$ cat config.mk
export PLATFORM = sky130hd
export DESIGN_NAME = if_fetch_stage_flat
export DESIGN_NICKNAME = d
export VERILOG_FILES = /design/src/rtl/if_fetch_stage_if.sv /design/src/rtl/if_fetch_stage.sv /design/src/flat_wrapper.sv
export SDC_FILE = /design/constraint.sdc
export NUM_CORES = 1
export LEC_CHECK = 0
export CAP_MARGIN = 20
export CORE_UTILIZATION = 45
export DETAILED_ROUTE_END_ITERATION = 10
export PLACE_DENSITY = 0.8
export SETUP_SLACK_MARGIN = 0.5
export SLEW_MARGIN = 10
export SYNTH_ARGS = -nofsm -noshare
export SYNTH_HDL_FRONTEND = slang
export SYNTH_SLANG_ARGS = --single-unit
$ cat constraint.sdc
create_clock -name clk -period 2.8 [get_ports clk]
set_input_delay 0.28 -clock clk [delete_from_list [all_inputs] [get_ports clk]]
set_output_delay 0.28 -clock clk [all_outputs]
set_load 0.03 [all_outputs]
$ cat src/rtl/if_fetch_stage_if.sv
// Instruction-memory fetch bus: single-outstanding request/acknowledge.
// Latency: none (wires only); the memory may answer in the request cycle or later.
// Backpressure: the memory holds off by keeping imem_ack low; the fetch side keeps the request up.
//
// Signals:
//   imem_req   - fetch request, driven by the fetch stage
//   imem_addr  - fetch address (word address in bytes)
//   imem_ack   - response valid, driven by memory
//   imem_rdata - instruction word, meaningful only while imem_ack=1
interface if_fetch_stage_if;
  logic        imem_req;
  logic [31:0] imem_addr;
  logic        imem_ack;
  logic [31:0] imem_rdata;

  modport master (
    output imem_req,
    output imem_addr,
    input  imem_ack,
    input  imem_rdata
  );

  modport slave (
    input  imem_req,
    input  imem_addr,
    output imem_ack,
    output imem_rdata
  );
endinterface

$ cat src/rtl/if_fetch_stage.sv
// Fetch stage plus IF/ID register: holds PC_F, fetches through a single-outstanding imem handshake.
// Latency: a word reaches ir_d on the edge consuming its ack, or on the edge the ID stall releases.
// Backpressure: stall_d freezes PC_F and IF/ID; a word acked during a stall is parked in a skid register.
//
// Ports:
//   clk, reset     - core clock; synchronous active-high reset
//   next_pc        - selected next PC, sampled only on advancing edges
//   stall_d        - ID stall from the hazard unit
//   pc_add4        - PC_F + 4 (combinational) for the next-PC mux
//   pc_f           - current fetch PC
//   imem           - instruction-memory bus (master side)
//   ir_d/pc_d/pc8_d/valid_d - IF/ID register: instruction, its PC, link value PC+8, valid
//   adel_d         - address-error flag for a misaligned fetch (only with FETCH_ALIGN_CHECK_EN)
//
// Optional feature macro: FETCH_ALIGN_CHECK_EN (misaligned-PC detection, adds adel_d).
module if_fetch_stage #(
  parameter logic [31:0] RESET_PC  = 32'h0000_3000,
  parameter logic [31:0] NOP_INSTR = 32'h0000_0000
) (
  input  logic        clk,
  input  logic        reset,
  input  logic [31:0] next_pc,
  input  logic        stall_d,
  output logic [31:0] pc_add4,
  output logic [31:0] pc_f,
  if_fetch_stage_if.master imem,
  output logic [31:0] ir_d,
  output logic [31:0] pc_d,
  output logic [31:0] pc8_d,
  output logic        valid_d
`ifdef FETCH_ALIGN_CHECK_EN
  ,
  output logic        adel_d
`endif
);

  typedef enum logic {
    S_FETCH = 1'b0,
    S_HOLD  = 1'b1
  } state_t;

  state_t      state;
  logic [31:0] skid;
  logic [31:0] pc_f8;

  assign pc_add4 = pc_f + 32'd4;
  assign pc_f8   = pc_f + 32'd8;

  // No request while parked in S_HOLD: the skid already holds the word for pc_f.
`ifdef FETCH_ALIGN_CHECK_EN
  assign imem.imem_req = (state == S_FETCH) && !reset && (pc_f[1:0] == 2'b00);
`else
  assign imem.imem_req = (state == S_FETCH) && !reset;
`endif
  assign imem.imem_addr = pc_f;

  always_ff @(posedge clk) begin
    if (reset) begin
      state   <= S_FETCH;
      pc_f    <= RESET_PC;
      ir_d    <= NOP_INSTR;
      pc_d    <= 32'd0;
      pc8_d   <= 32'd0;
      valid_d <= 1'b0;
      skid    <= 32'd0;
`ifdef FETCH_ALIGN_CHECK_EN
      adel_d  <= 1'b0;
`endif
    end else begin
      case (state)
        S_FETCH: begin
`ifdef FETCH_ALIGN_CHECK_EN
          // Misaligned PC: never reaches memory; a valid NOP carrying the
          // error flag moves into ID so the exception is taken there.
          if (pc_f[1:0] != 2'b00) begin
            if (!stall_d) begin
              ir_d    <= NOP_INSTR;
              pc_d    <= pc_f;
              pc8_d   <= pc_f8;
              valid_d <= 1'b1;
              adel_d  <= 1'b1;
              pc_f    <= next_pc;
            end
          end else
`endif
          if (imem.imem_ack) begin
            if (!stall_d) begin
              ir_d    <= imem.imem_rdata;
              pc_d    <= pc_f;
              pc8_d   <= pc_f8;
              valid_d <= 1'b1;
`ifdef FETCH_ALIGN_CHECK_EN
              adel_d  <= 1'b0;
`endif
              pc_f    <= next_pc;
            end else begin
              // ID cannot take the word yet; park it and stop requesting.
              skid  <= imem.imem_rdata;
              state <= S_HOLD;
            end
          end else if (!stall_d) begin
            // Memory still busy: push a bubble, keep pc_d/pc8_d of the last real one.
            ir_d    <= NOP_INSTR;
            valid_d <= 1'b0;
          end
        end
        S_HOLD: begin
          if (!stall_d) begin
            ir_d    <= skid;
            pc_d    <= pc_f;
            pc8_d   <= pc_f8;
            valid_d <= 1'b1;
`ifdef FETCH_ALIGN_CHECK_EN
            adel_d  <= 1'b0;
`endif
            pc_f    <= next_pc;
            state   <= S_FETCH;
          end
        end
      endcase
    end
  end

endmodule

$ cat src/flat_wrapper.sv
// flat-port wrapper written by rule: the top's interface ports become plain ports
module if_fetch_stage_flat 
#(
  parameter logic [31:0] RESET_PC  = 32'h0000_3000,
  parameter logic [31:0] NOP_INSTR = 32'h0000_0000
)
  (clk, reset, next_pc, stall_d, pc_add4, pc_f, ir_d, pc_d, pc8_d, valid_d, imem_imem_req, imem_imem_addr, imem_imem_ack, imem_imem_rdata);
  if_fetch_stage_if imem_i ();
  input  logic clk;
  input  logic reset;
  input  logic [31:0] next_pc;
  input  logic stall_d;
  output logic [31:0] pc_add4;
  output logic [31:0] pc_f;
  output logic [31:0] ir_d;
  output logic [31:0] pc_d;
  output logic [31:0] pc8_d;
  output logic valid_d;
  output wire logic [$bits(imem_i.imem_req)-1:0] imem_imem_req;
  output wire logic [$bits(imem_i.imem_addr)-1:0] imem_imem_addr;
  input wire logic [$bits(imem_i.imem_ack)-1:0] imem_imem_ack;
  input wire logic [$bits(imem_i.imem_rdata)-1:0] imem_imem_rdata;
  assign imem_imem_req = imem_i.imem_req;
  assign imem_imem_addr = imem_i.imem_addr;
  assign imem_i.imem_ack = imem_imem_ack;
  assign imem_i.imem_rdata = imem_imem_rdata;
  if_fetch_stage #(.RESET_PC(RESET_PC), .NOP_INSTR(NOP_INSTR)) u_core (.clk(clk), .reset(reset), .next_pc(next_pc), .stall_d(stall_d), .pc_add4(pc_add4), .pc_f(pc_f), .imem(imem_i), .ir_d(ir_d), .pc_d(pc_d), .pc8_d(pc8_d), .valid_d(valid_d));
endmodule
==> results of run 1 <==
==> worst reg2reg max path, cell delays in order, from the launching register on <==
cell and delay (ps):
sky130_fd_sc_hd__dfxtp_4 380, sky130_fd_sc_hd__ha_4 150, sky130_fd_sc_hd__buf_4 140, sky130_fd_sc_hd__nand3_2 120
sky130_fd_sc_hd__nor4_1 800, sky130_fd_sc_hd__a311oi_1 220, sky130_fd_sc_hd__nor4_1 320
==> power by group <==
part	total [mW]	switching [mW]	internal [mW]
Clock	2.26	0.935	1.32
Sequential	2.48	0.112	2.37
Combinational	1.11	0.644	0.469
==> what timing repair did <==
action / CTS / global route
endpoints found under the setup margin: 27 / 32
resized for setup: 73 / 48
gates cloned: 1 / 0
buffers inserted: 25 / 10
endpoints found under the hold margin: 0 / 0
pin swaps: 20 / 12
==> cells in the mapped netlist <==
cell	count
sky130_fd_sc_hd__nand2_1	243
sky130_fd_sc_hd__a21oi_1	163
sky130_fd_sc_hd__dfxtp_1	159
sky130_fd_sc_hd__nor2_1	70
sky130_fd_sc_hd__clkbuf_1	63
sky130_fd_sc_hd__buf_4	49
sky130_fd_sc_hd__nand3b_1	35
sky130_fd_sc_hd__xnor2_1	26
sky130_fd_sc_hd__nand3_1	15
sky130_fd_sc_hd__a211oi_1	14
sky130_fd_sc_hd__buf_2	13
sky130_fd_sc_hd__nand4_1	13
sky130_fd_sc_hd__xor2_1	13
sky130_fd_sc_hd__a311oi_1	12
sky130_fd_sc_hd__nor4_1	11
sky130_fd_sc_hd__and4_1	7
sky130_fd_sc_hd__or4_1	7
sky130_fd_sc_hd__buf_1	6
sky130_fd_sc_hd__o31ai_1	6
sky130_fd_sc_hd__inv_1	5
sky130_fd_sc_hd__o21ai_0	5
sky130_fd_sc_hd__or3_1	5
sky130_fd_sc_hd__and2_1	3
sky130_fd_sc_hd__and3_1	3
sky130_fd_sc_hd__nor3_1	3
sky130_fd_sc_hd__ha_1	2
sky130_fd_sc_hd__a311o_1	1
sky130_fd_sc_hd__a31o_2	1
sky130_fd_sc_hd__and3_2	1
sky130_fd_sc_hd__and3b_1	1
sky130_fd_sc_hd__nand2_2	1
sky130_fd_sc_hd__nand3_4	1
sky130_fd_sc_hd__nand4_2	1
sky130_fd_sc_hd__nand4_4	1
sky130_fd_sc_hd__nor3b_1	1
sky130_fd_sc_hd__nor4_2	1
sky130_fd_sc_hd__o211a_1	1
sky130_fd_sc_hd__o21bai_1	1
sky130_fd_sc_hd__or2_2	1
sky130_fd_sc_hd__or3_2	1
sky130_fd_sc_hd__or4_2	1
==> routing by layer <==
metal	wire length, µm	part of all wire (%)	vias up	global-route usage (%)
met4	660	2.7	0	10.88
li1	-	-	3639	-
met2	11450	47	342	44.79
met5	0	0	-	0
met1	10410	42	3480	37.81
met3	2041	8.3	51	6.519
==> worst paths after layout <==
path	to
hold / removal	u_core.imem.imem_addr[2]
setup / recovery	pc_add4[23]
setup reg to reg	u_core.pc8_d[17]
hold reg to reg	u_core.skid[23]
==> state kept, by name (all words and copies together), names as in the netlist <==
name	cells
u_core.pc_d	29
u_core.imem.imem_addr	32
u_core.ir_d	32
u_core.state	1
u_core.pc8_d	32
u_core.skid	32
u_core.valid_d	1
==> layout make-up <==
cell class	count	area (µm²)
Multi-Input combinational cell	672	3866
Inverter	5	18.77
Clock inverter	8	78.83
Clock buffer	23	489.2
Sequential cell	159	3254
Fill cell	1249	4777
Timing Repair Buffer	326	3186
Antenna cell	1	2.502
Tap cell	216	270.3
==> kinds of logic after synthesis <==
kind of cell	after synthesis	synth area share (%)
AND/OR/NAND/NOR	426	26.83
AO/OA/AOI/OAI	204	15.36
XOR/XNOR	39	4.635
adder cells (fa/ha/maj)	2	0.3395
flip-flops	159	43.19
buffers and inverters	136	9.643
==> run summary, run 1 <==
The register bit total from synthesis came out at 159. In this run the mean area of a mapped cell was 7.629 µm². The number of nets in the final layout came out at 1251. The combined buffer and inverter count along the critical path is 1. The detailed-route wire length came out at 24560 µm. Counting buffers and inverters, the worst setup path is 6 cells deep.

The worst-skew pair later-pin latency is 420 ps. The number of rows in the core area is 46. Setup repair after global routing could not meet its margin everywhere. The power density relative to cell area is 523.7 mW/mm². The H-tree level count is 4.

The path class of the lowest-slack min-delay path is primary input to flip-flop. In this run the most critical hold path is launched from stall_d. The chip height is 130.0 µm.

The number of antenna violations at the first check in global routing came out at 0. The final critical delay including setup and external delays is 2473 ps. The cell count after synthesis came out at 966. The longest clock path from root to sink contains 2 buffers. For this design, the slowest cell found on the critical path is sky130_fd_sc_hd__or4_4. The proportion of synthesized chip area in sequential cells is 43.19%. The initial utilization of the core area, before any placement, comes to 46.23%. The critical path class is flip-flop to primary output. The total global routing overflow came out at 0. The placed wire-length estimate after detailed placement came out at 16070 µm. Excluding fillers, the count of instances in the completed layout stands at 1410. The worst slack at placement came out at 249.4 ps.

The post-route cell area is 0.01117 mm². The count of final hold-check violations is 0. The number of pins exceeding their max-slew limit in the final report is 0.

The fraction of final layout cells with drive strength greater than 1 came out at 16.93%. The number of failing setup endpoints in the final timing report came out at 0. For the final database, setup skew stands at 8.542 ps. The worst register-to-register path begins at u_core.imem.imem_addr[3].

The placed cell count came out at 1342. The library cell used most frequently in the layout, excluding fill and tap cells, is sky130_fd_sc_hd__nand2_1. The worst hold path passes through 4 cells. The via count of the routed design is 7512. The number of max-capacitance violations reported came out at 0. The worst setup path is captured at a primary output.

The clock transition at the registers of the reported paths came out at 60 ps. The netlist uses 41 different library cells. The core area came out at 0.01594 mm². The kind of cell with the highest combined delay on the critical path is simple AND/OR/NAND/NOR gates.

The DRC marker count from the first detailed-route iteration came out at 617. The worst pin sits at a relative slew slack of 39.78%. The total placed instance area came out at 0.01001 mm². The reported leakage power came out at 4.078 nW. The portion of the clock cycle consumed by the worst path in the final layout came out at 88.32%. The global-route total usage across every layer is 28.42%. The root buffer cell chosen for the clock tree is sky130_fd_sc_hd__clkbuf_16. TritonCTS built the clock tree. In the final timing run, aggregate negative setup slack is 0 ps. The number of placed I/O pins is 262. The area of the die came out at 0.01689 mm².

Port buffering added 261 buffers. The library cells used most frequently in the layout, excluding fill and tap cells, are 238 x sky130_fd_sc_hd__nand2_1, 231 x sky130_fd_sc_hd__clkdlybuf4s50_1, 163 x sky130_fd_sc_hd__a21oi_1. The setup slack of the worst register-to-register path is 560 ps.

In the routed layout, each cell is associated on average with a via count of 5.328. Measured on the finished design, the core utilization comes to 70.04%. TritonCTS created 17 clock buffers. The final total power came out at 5.847 mW. STA puts the critical path data arrival time at 2190 ps. sky130_fd_sc_hd__dfxtp_1 takes more of the synthesized area than any other cell. The transition time of the tightest slew-check pin came out at 895.0 ps. The count of clock tree sinks came out at 159. The largest net degree at the start of global routing came out at 160. The residual DRC count came out at 0. For this run, the detailed router's first-pass iteration total came to 6. The post-cts hold buffer count is 0.

The die width is 130.0 µm. The count of cells along the worst register-to-register path came out at 6. The count of nets left with antenna violations after detail routing came out at 0. Traced cell by cell, the critical path runs through ha_4 > nand3_4 > or4_4 > nor4_4 > xor2_2 > buf_12. Yosys attributes the largest share of cell area to sky130_fd_sc_hd__dfxtp_1 43%, sky130_fd_sc_hd__nand2_1 12%, sky130_fd_sc_hd__a21oi_1 11%.

The share of the synthesized area in the top cell type came out at 43.19%. VDD sags by at most 0.4199 mV. STA classifies the critical path startpoint as a flip-flop. The worst hold slack is 297.1 ps. The final estimated routing congestion in global placement is 0.8423.

Based on the critical path, the design can be clocked at up to 404.4 MHz. The total nets after synthesis is 1036. The wire length per cell after detailed routing came out at 17.42 µm.

STA puts the critical path data required time at 2520 ps. The setup slack of the critical path after layout came out at 327.2 ps. The most critical setup path has its startpoint at u_core.imem.imem_addr[3]. In this run the worst path has a maximum fanout of 5.

The via count of the first global-routing pass is 6848. The flow ran to the end, and the final reports show no timing, DRC or antenna violations. The synthesized area is 0.007370 mm².

The relative area change from synthesis to final layout came out at 51.51%. The largest stage delay on the critical path is 540 ps. During synthesis, Yosys emitted a total of 0 warnings.

The first global-routing pass estimated 36920 µm of wire.
Note: power is estimated with default switching activity, not from simulation.
==> run 2: changes to the inputs <==
--- a/config.mk
+++ b/config.mk
@@ -10,6 +10,7 @@
 export DETAILED_ROUTE_END_ITERATION = 10
 export PLACE_DENSITY = 0.8
 export SETUP_SLACK_MARGIN = 0.5
+export SKIP_LAST_GASP = 1
 export SLEW_MARGIN = 10
 export SYNTH_ARGS = -nofsm -noshare
 export SYNTH_HDL_FRONTEND = slang
==> results of run 2 <==
Same layout as run 1: the final DEF is identical, and so are final timing and power.
==> run 3: changes to the inputs <==
--- a/config.mk
+++ b/config.mk
@@ -6,10 +6,11 @@
 export NUM_CORES = 1
 export LEC_CHECK = 0
 export CAP_MARGIN = 20
+export CORE_ASPECT_RATIO = 0.7
 export CORE_UTILIZATION = 45
+export CTS_CLUSTER_DIAMETER = 80
 export DETAILED_ROUTE_END_ITERATION = 10
 export PLACE_DENSITY = 0.8
-export SETUP_SLACK_MARGIN = 0.5
 export SKIP_LAST_GASP = 1
 export SLEW_MARGIN = 10
 export SYNTH_ARGS = -nofsm -noshare
==> run 3 against run 2 <==
Clock skew rose by 6.0 ps. Register-to-register slack got worse by 30 ps. Combinational power barely moved. Core utilization fell by 3.2 points. Non-clock buffer count fell by 25. Global-route usage fell by 2.3 points. Critical endpoint is now pc_add4[28]. Largest power group unchanged.
==> run summary, run 3 (same netlist as run 1, synthesis figures left out) <==
The flow ran to the end, and the final reports show no timing, DRC or antenna violations. The final critical delay including setup and external delays was 2783 ps (+310.7 ps). The chip height is 109.1 µm (-16%). The root buffer selected by CTS is sky130_fd_sc_hd__clkbuf_16.

The number of I/O port buffers came out at 261 (unchanged). The critical path class is flip-flop to primary output. The placed wire-length estimate after detailed placement is 15610 µm (-2.9%). Setup repair after global routing could not meet its margin everywhere. The library cells used most frequently in the layout, excluding fill and tap cells, are 243 x sky130_fd_sc_hd__nand2_1, 238 x sky130_fd_sc_hd__clkdlybuf4s50_1, 163 x sky130_fd_sc_hd__a21oi_1. The first-pass GRT wire length was 34660 µm (-6.1%).

The routed via count divided by cell count is 5.265 (-1.2%). The number of cells traversed by the worst hold path came to 2 (-2). The number of antenna violations at the first check in global routing is 0 (unchanged). The setup slack of the worst register-to-register path came to 530 ps (-30 ps).

The portion of the clock cycle consumed by the worst path in the final layout came to 99.41% (+11 points). The path class of the lowest-slack min-delay path is primary input to flip-flop. The wire length per cell after detailed routing came out at 16.32 µm (-6.3%). The largest net degree at the start of global routing came out at 160 (unchanged). The clock transition at the registers of the reported paths came out at 60 ps (about the same). The H-tree level count came to 4 (unchanged). The die width is 155.0 µm (+19%). The clock skew is 14.53 ps (+5.984 ps). The normalized max-slew margin is 33.45% (-6.3 points). The largest driver fanout on the critical path came to 6 (+1). The worst-skew pair later-pin latency is 410 ps (about the same).

The achievable frequency is 359.3 MHz (-11%). The routing usage on met2 came to 41.47% (-3.3 points). The count of inserted antenna diode cells came out at 0 (-1). The core area came to 0.01574 mm² (-1.3%). The transition time of the tightest slew-check pin came out at 989.1 ps (+94.09 ps). The DRC marker count from the first detailed-route iteration is 523 (-15%).

The count of TritonRoute iterations in the first routing pass is 7 (+1). The starting density of the core is 46.83% (+0.60 points). The endpoint identified for the worst register-to-register timing path is u_core.pc8_d[31]. The count of clock tree sinks is 159 (unchanged). The count of nets left with antenna violations after detail routing is 0 (unchanged). The residual DRC count came out at 0 (unchanged). TritonCTS built the clock tree. The number of buffers inserted during clock tree synthesis is 17 (unchanged).

From synthesis to final layout, the design area changed by 42.77%. The layer flagged by global routing as most heavily used is met2. The number of failing setup endpoints in the final timing report is 0 (unchanged). The met1 layer usage reported by global route is 35.01% (-2.8 points). The area of the die is 0.01690 mm² (about the same). The total global routing overflow came out at 0 (unchanged). The total placed instance area is 0.009921 mm² (-0.89%). The number of max-capacitance violations reported is 0 (unchanged). The type of destination of the critical path is a primary output. The detailed-route wire length is 22640 µm (-7.8%). The setup TNS was 0 ps (unchanged). The startpoint identified for the worst hold timing path is stall_d.

The final estimated routing congestion in global placement is 0.8732 (+3.7%). The met3 track demand over resource in global routing came to 7.353% (+0.83 points). The final total power was 5.778 mW (-1.2%). The fraction of final layout cells with drive strength greater than 1 is 9.683% (-7.2 points). The worst setup path is launched from a flip-flop. The number of nets in the final layout is 1225 (-2.1%). The power density relative to cell area is 549.2 mW/mm² (+4.9%). The count of cells along the worst register-to-register path came to 5 (-1). The global-route total usage across every layer was 26.13% (-2.3 points). The post-cts hold buffer count was 0 (unchanged). The worst register-to-register path begins at u_core.imem.imem_addr[3]. The via count of the first global-routing pass is 6498 (-5.1%).

The number of rows in the core area is 38 (-17%). The number of pins exceeding their max-slew limit in the final report is 0 (unchanged). The worst hold slack came out at 286.9 ps (-10.18 ps). The most frequent standard cell in the layout excluding fill and tap cells is sky130_fd_sc_hd__nand2_1. The arrival time at the worst endpoint came out at 2500 ps (+310 ps).

The number of buffers between clock root and the deepest sink came out at 2 (unchanged). The post-route cell area is 0.01052 mm² (-5.8%). The number of placed I/O pins is 262 (unchanged).

The count of final hold-check violations came out at 0 (unchanged). The share of the core filled with cells is 66.85% (-3.2 points). The worst hold path terminates at u_core.state.

The count of buffers added by post-CTS timing repair for setup came to 0 (-100%). The required time reported for the critical path endpoint came out at 2520 ps (about the same). The via count of the routed design came out at 7302 (-2.8%).

The highest ir drop seen on vdd came out at 0.3521 mV (-16%). The reported leakage power was 3.718 nW (-8.8%).
[run 3: changes by cell type in the layout (fill, tap and decap cells not counted), sizes merged]
cell	change
buf	-28
clkbuf	-6
clkdlybuf4s15	-2
clkdlybuf4s50	+7
clkinv	+1
clkinvlp	+1
diode	-1
dlygate4sd2	-1
inv	+3
nand3	-1
[run 3: layout make-up]
cell class / instances / area (µm²)
fillers: 1300 / 5216
multi-input cells: 671 / 3531
flip-flops and latches: 159 / 3188
repair buffers: 301 / 2947
clock buffers: 18 / 429.2
well taps: 220 / 275.3
clock inverters: 13 / 132.6
inverters: 5 / 18.77
[run 3: repair_timing]
item,4_1_cts,5_1_grt
setup endpoints to repair,5,12
pin swaps,0,0
resized for setup,3,6
[run 3: critical path: stages (launching register included)]
cell                      delay (ps)
sky130_fd_sc_hd__dfxtp_2         390
sky130_fd_sc_hd__buf_4           170
sky130_fd_sc_hd__ha_1            180
sky130_fd_sc_hd__nand3_1         210
sky130_fd_sc_hd__nor4_2          410
sky130_fd_sc_hd__buf_4           230
sky130_fd_sc_hd__nand3_1         130
sky130_fd_sc_hd__xnor2_2         210
sky130_fd_sc_hd__buf_12          150
[run 3: power breakdown]
| group | internal, mW | switching [mW] |
|---|---|---|
| clock network | 1.24 | 0.983 |
| logic | 0.455 | 0.649 |
| registers | 2.37 | 0.0798 |
| total | 4.07 | 1.71 |
[run 3: how the worst max path moves through the flow]
stage,end,slack (ps),from
CTS,pc_add4[23],9,u_core.imem.imem_addr[3]
finish,pc_add4[28],20,u_core.imem.imem_addr[2]
floorplan,pc_add4[23],120,u_core.imem.imem_addr[4]
global route,pc_add4[24],-90,u_core.imem.imem_addr[2]
global placement,pc_add4[13],340,u_core.imem.imem_addr[3]
detailed placement,pc_add4[13],280,u_core.imem.imem_addr[3]
[run 3: metal layers]
layer  vias to the layer above  part of all wire [%]
met2                       298                    44
met4                         0                   1.4
li1                       3596                     -
met5                         -                     0
met1                      3381                    45
met3                        27                   8.8
[run 3: metrics by stage]
stage	std cells	setup WS (ps)
2_1_floorplan	966	117.9
5_1_grt	1387	-89.45
3_5_place_dp	1356	282.5
3_3_place_gp	1356	336.8
4_1_cts	1387	8.794
6_report	1387	16.50
